File: src/rtl/mux_pkg.sv
// Shared definitions for the pipelined N-way select stage.
// The optional illegal-select counter is enabled with the MUX_ERR_COUNT_EN macro.
package mux_pkg;

  // Width of the illegal-select counter.
  localparam int MUX_ERR_CNT_W = 16;

  // Default datapath width (MIPS word).
  localparam int MUX_DEF_WIDTH = 32;

  // Stored beat: selected data plus the illegal-select flag.
  // The generic skid payload uses the same {data, sel_err} packing.
  typedef struct packed {
    logic [MUX_DEF_WIDTH-1:0] data;
    logic                     sel_err;
  } mux_beat_t;

  // Buffer occupancy, encoded as {head_valid, skid_valid}.
  // Encoding 2'b01 (skid without head) is unreachable.
  typedef enum logic [1:0] {
    ST_EMPTY = 2'b00,
    ST_ONE   = 2'b10,
    ST_FULL  = 2'b11
  } buf_state_e;

endpackage

File: src/rtl/skid_buf2.sv
// Generic 2-entry valid/ready skid buffer with synchronous flush.
// Handshake: a beat transfers on an edge where valid & ready are both high;
// valid may not depend on ready, and once valid is raised the payload is
// held until the transfer. in_ready is a plain register (= skid empty), so
// there is no combinational path from out_ready to in_ready.
module skid_buf2
  import mux_pkg::*;
#(
  parameter int PW = 33
) (
  input  logic          clk,
  input  logic          reset,
  input  logic          flush,
  input  logic [PW-1:0] in_payload,
  input  logic          in_valid,
  output logic          in_ready,
  output logic [PW-1:0] out_payload,
  output logic          out_valid,
  input  logic          out_ready,
  output logic [1:0]    dbg_state
);

  buf_state_e    r_state;
  buf_state_e    w_state_nxt;
  logic [PW-1:0] r_head;
  logic [PW-1:0] r_skid;
  logic [PW-1:0] w_head_nxt;
  logic [PW-1:0] w_skid_nxt;
  logic          r_in_ready;
  logic          w_push;
  logic          w_pop;

  assign w_push      = in_valid & r_in_ready;
  assign w_pop       = (r_state != ST_EMPTY) & out_ready;
  assign in_ready    = r_in_ready;
  assign out_valid   = (r_state != ST_EMPTY);
  assign out_payload = r_head;
  assign dbg_state   = r_state;

  // Next-state and entry moves; flush overrides all traffic but keeps head data.
  always_comb begin
    w_state_nxt = r_state;
    w_head_nxt  = r_head;
    w_skid_nxt  = r_skid;
    case (r_state)
      ST_EMPTY: begin
        if (w_push) begin
          w_head_nxt  = in_payload;
          w_state_nxt = ST_ONE;
        end
      end
      ST_ONE: begin
        if (w_pop) begin
          if (w_push) begin
            w_head_nxt = in_payload;
          end else begin
            w_state_nxt = ST_EMPTY;
          end
        end else if (w_push) begin
          w_skid_nxt  = in_payload;
          w_state_nxt = ST_FULL;
        end
      end
      ST_FULL: begin
        // in_ready is low here, so only the pop side can move.
        if (w_pop) begin
          w_head_nxt  = r_skid;
          w_state_nxt = ST_ONE;
        end
      end
      default: begin
        w_state_nxt = ST_EMPTY;
      end
    endcase
    if (flush) begin
      w_state_nxt = ST_EMPTY;
      w_head_nxt  = r_head;
      w_skid_nxt  = r_skid;
    end
  end

  // State and storage registers; in_ready tracks "skid will be empty".
  always_ff @(posedge clk) begin
    if (reset) begin
      r_state    <= ST_EMPTY;
      r_head     <= '0;
      r_skid     <= '0;
      r_in_ready <= 1'b1;
    end else begin
      r_state    <= w_state_nxt;
      r_head     <= w_head_nxt;
      r_skid     <= w_skid_nxt;
      r_in_ready <= (w_state_nxt != ST_FULL);
    end
  end

endmodule

File: src/rtl/mux_pipe_stage.sv
// N-way WIDTH-bit selector with registered, flow-controlled output.
// Out-of-range selects produce data 0 with out_sel_err set.
// Optional feature: define MUX_ERR_COUNT_EN to add the saturating err_count port.
module mux_pipe_stage
  import mux_pkg::*;
#(
  parameter  int WIDTH = 32,
  parameter  int N     = 3,
  localparam int SEL_W = $clog2(N)
) (
  input  logic                     clk,
  input  logic                     reset,
  input  logic [N*WIDTH-1:0]       in_data,
  input  logic [SEL_W-1:0]         in_sel,
  input  logic                     in_valid,
  output logic                     in_ready,
  input  logic                     flush,
  output logic [WIDTH-1:0]         out_data,
  output logic                     out_sel_err,
  output logic                     out_valid,
  input  logic                     out_ready,
`ifdef MUX_ERR_COUNT_EN
  output logic [MUX_ERR_CNT_W-1:0] err_count,
`endif
  output logic [1:0]               dbg_state
);

  logic [WIDTH-1:0] w_sel_data;
  logic             w_sel_err;
  logic [WIDTH:0]   w_in_payload;
  logic [WIDTH:0]   w_out_payload;
  logic             w_in_ready;

  // Select the addressed input; an index with no matching input flags an error.
  always_comb begin
    w_sel_data = '0;
    w_sel_err  = 1'b1;
    for (int k = 0; k < N; k++) begin
      if (int'(in_sel) == k) begin
        w_sel_data = in_data[k*WIDTH +: WIDTH];
        w_sel_err  = 1'b0;
      end
    end
  end

  assign w_in_payload = {w_sel_data, w_sel_err};

  skid_buf2 #(
    .PW (WIDTH + 1)
  ) u_skid (
    .clk         (clk),
    .reset       (reset),
    .flush       (flush),
    .in_payload  (w_in_payload),
    .in_valid    (in_valid),
    .in_ready    (w_in_ready),
    .out_payload (w_out_payload),
    .out_valid   (out_valid),
    .out_ready   (out_ready),
    .dbg_state   (dbg_state)
  );

  assign in_ready    = w_in_ready;
  assign out_data    = w_out_payload[WIDTH:1];
  assign out_sel_err = w_out_payload[0];

`ifdef MUX_ERR_COUNT_EN
  logic [MUX_ERR_CNT_W-1:0] r_err_count;

  // Count every accepted illegal beat (flushed ones too), saturating at all-ones.
  always_ff @(posedge clk) begin
    if (reset) begin
      r_err_count <= '0;
    end else if (in_valid && w_in_ready && w_sel_err && (r_err_count != '1)) begin
      r_err_count <= r_err_count + {{(MUX_ERR_CNT_W-1){1'b0}}, 1'b1};
    end
  end

  assign err_count = r_err_count;
`endif

endmodule

File: config.mk
export PLATFORM = sky130hd
export DESIGN_NAME = mux_pipe_stage
export DESIGN_NICKNAME = d
export VERILOG_FILES = /design/src/rtl/mux_pkg.sv /design/src/rtl/skid_buf2.sv /design/src/rtl/mux_pipe_stage.sv
export SDC_FILE = /design/constraint.sdc
export NUM_CORES = 1
export LEC_CHECK = 0
export BUFFER_PORTS_ARGS = -buffer_cell sky130_fd_sc_hd__buf_2
export CAP_MARGIN = 20
export CORE_MARGIN = 1
export CORE_UTILIZATION = 52
export CTS_CLUSTER_DIAMETER = 30
export DETAILED_ROUTE_END_ITERATION = 7
export GPL_ROUTABILITY_DRIVEN = 0
export PLACE_DENSITY = 0.81
export SYNTH_ARGS = -nofsm -noshare
export SYNTH_HDL_FRONTEND = slang
export SYNTH_HIERARCHICAL = 1
export SYNTH_SLANG_ARGS = --single-unit
File: constraint.sdc
create_clock -name clk -period 2.2 [get_ports clk]
set_clock_uncertainty 0.2 [all_clocks]
set_input_delay 0.66 -clock clk [delete_from_list [all_inputs] [get_ports clk]]
set_output_delay 0.66 -clock clk [all_outputs]
set_load 0.01 [all_outputs]
==> reports/metrics.csv <==
metric,value,unit
status,"finished, final reports clean",
R2R Path Start,u_skid/dbg_state[1]$_SDFF_PP0_,
htree depth,3,
Initial Utilization,55.1,%
Max Cap Viol,0,
vias in the first global route,3933,
"Min Clock Period, post-route",2.07,ns
pin count of the biggest net entering global routing,35,
clock-pin slew on the worst setup and hold paths,0.07,ns
Fin. Hold Viols,0,
crit-path max FO,18,
ant diodes,0,
R2R depth,4,
clk sinks,69,
crit path cell chain,nor2b_2 > or4_2 > buf_4 > o31ai_2,
Area Growth Syn to Fin,25.0,%
max-slew violation count,0,
Place WS,-0.0903,ns
Rows,32,
worst skew pair latency,0.34,ns
routed len/inst,17.5,um
Slew HR,69.6,%
layout cells sized above 1,44.5,%
final wirelength,11.7,mm
Root Buffer,clkbuf_8,
CP arrival,2.13,ns
CP top delay family,simple AND/OR/NAND/NOR gates,
crit path buf inv count,1,
Slowest cell on crit path,or4_2,
DR iter-0 viols,274,
final std cells w/o fill,670,
# DRC,0,
port bufs,139,
main area contributors after synthesis,"dfxtp_1 (32%), mux2i_1 (15%), o2bb2ai_2 (10%)",
FF-to-FF setup slack,0.13,ns
post-synth top area share,31.8,%
WHS Path Cells,2,
DR vias/cell,6.11,
sequential fraction of the synthesis area,31.8,%
core area,7890,um2
CTS Buf Count,9,
mux contribution to synthesized area,15.0,%
CTS resizes,0,
final setup margin,0.125,ns
initial antenna violation count,0,
ys flop type,dfxtp_1,
Synth Area in Compound Gates,34.4,%
Mapped Cells,440,
RR Endpoint,u_skid/out_payload[27]$_SDFFE_PP0P_,
vias,4092,
postcts setup bufs,0,
FMAX,482,MHz
drt first pass iters,5,
unrepaired setup endpoints after global routing,false,
Fin Hold WS,0.280,ns
fin crit share,94.3,%
"area leader, netlist",dfxtp_1,
HPWL Detailed,8.02,mm
Post-Synth Simple-Gate Area,11.0,%
Hold EP,u_skid/r_skid[19]$_SDFFE_PP0P_,
Hold Crit Start,u_skid/r_skid[19]$_SDFFE_PP0P_,
post-synthesis xor/xnor area fraction,0,%
Cells after DPL,654,
Worst Setup End Kind,flip-flop,
register bit total from synthesis,69,
largest family of logic cells by synthesized area,compound AO/OA/AOI/OAI gates,
CTS tree,done,
Yosys cell types,30,
worst hold path class,reg2reg,
Clock Path Buffers,2,
die width,93.4,um
die area,8730,um2
gr usage total,26.9,%
Leakage,2.44,nW
hold buffers post-CTS,0,
GRT overflow,0,
first-pass GRT wire length,18.4,mm
final antenna-violating net count,0,
Mapped Avg Cell Area,9.88,um2
post-synthesis adder-cell area fraction,0,%
Top Ports,140,
Finished Core Util,68.9,%
Mapped Area,4350,um2
pwr/cell area,561,nW/um2
synthesized net count,543,
Worst Tran Pin Value,0.451,ns
# setup viols final,0,
"FFs w/ async S/R, synth",0,%
worst path required time,2.25,ns
Worst VDD drop,0.282,mV
nets@finish,666,
"Worst Path Class, Setup",reg2reg,
Crit path largest cell delay,0.65,ns
yosys warns,6,
chip height,93.4,um
number of synthesized flops with an enable pin,0,
CP Launch Type,flip-flop,
## registers in the layout, indices dropped and copies added, names as in the netlist
signal / cells
u_skid/dbg_state: 2
u_skid/in_ready: 1
u_skid/out_payload: 33
u_skid/r_skid: 33
## Yosys cell counts (3+ instances only)
library cell	instances
o21ai_1	30
nor2b_1	35
buf_12	3
a21oi_1	35
buf_2	5
mux2i_1	65
buf_6	8
clkbuf_1	40
o41ai_1	33
o2bb2ai_2	30
o31ai_1	3
o31ai_2	30
o21ai_0	3
nand3_1	33
dfxtp_1	69
## layout by cell type, fill, tap and decap left out, drive strengths merged
cell	Yosys	final
and2	1	1
and3b	1	1
dfxtp	69	69
buf	18	170
nand3b	1	1
clkbuf	40	12
or3b	1	1
o41ai	33	33
o2bb2ai	32	32
nand2b	2	2
clkinv	0	2
nor2b	36	36
or4	2	2
nand2	1	1
bufinv	0	2
nor3	1	1
inv	1	1
nor3b	1	1
a21oi	35	35
o31ai	33	33
mux2i	65	65
nand3	33	33
o21ai	33	33
or2	1	1
## cell families (layout without fill, tap and decap cells)
logic type             count (synthesis)  in the layout
muxes                                 65             65
buffers and inverters                 59            187
DFF                                   69             69
AOI/OAI and AO/OA                    166            166
and+or+nand+nor                       81             81
## area by class of cell
class	count	area [um2]
multi-input cells	312	2650
fillers	585	2460
flip-flops and latches	69	1380
repair buffers	170	1040
clock buffers	12	155
well taps	102	128
clock inverters	4	70.1
inverters	1	3.75
## power by group
part / internal [mW] / switching [mW] / total [mW]
combinational: 0.257 / 0.322 / 0.579
sequential: 1.28 / 0.0189 / 1.30
clock: 0.697 / 0.470 / 1.17
total: 2.23 / 0.811 / 3.05
## layer usage
metal | GRT usage [%] | wire length (um) | vias to the layer above
met2 | 48.9 | 5950 | 186
met3 | 3.33 | 785 | 20
met4 | 10.9 | 211 | 0
met1 | 31.9 | 4770 | 1957
li1 | - | - | 1929
met5 | 0 | 0 | -
## stage by stage
stage | cell area (um2) | total power, mW | setup TNS (ns)
CTS | 5430 | 3.05 | 0
detailed placement | 5210 | 1.90 | -1.31
global route | 5430 | 3.15 | 0
floorplan | 4350 | 1.69 | 0
global placement | 5210 | 1.88 | -0.551
finish | 5430 | 3.05 | 0
## worst min-delay path: stages, from the launching register on
cell	delay, ns
dfxtp_1	0.31
o21ai_1	0.06
a21oi_1	0.06
## how the worst max path moves through the flow
stage	start	to	slack, ns	cells after the start
floorplan	reset	u_skid/out_payload[16]$_SDFFE_PP0P_	0.08	4
global placement	in_valid	u_skid/out_payload[32]$_SDFFE_PP0P_	-0.04	5
detailed placement	in_valid	u_skid/out_payload[27]$_SDFFE_PP0P_	-0.09	5
CTS	u_skid/dbg_state[1]$_SDFF_PP0_	u_skid/out_payload[27]$_SDFFE_PP0P_	0.12	4
global route	u_skid/dbg_state[1]$_SDFF_PP0_	u_skid/out_payload[32]$_SDFFE_PP0P_	0.008	4
finish	u_skid/dbg_state[1]$_SDFF_PP0_	u_skid/out_payload[27]$_SDFFE_PP0P_	0.13	4
No activity file was read; power rests on OpenSTA's default activity.
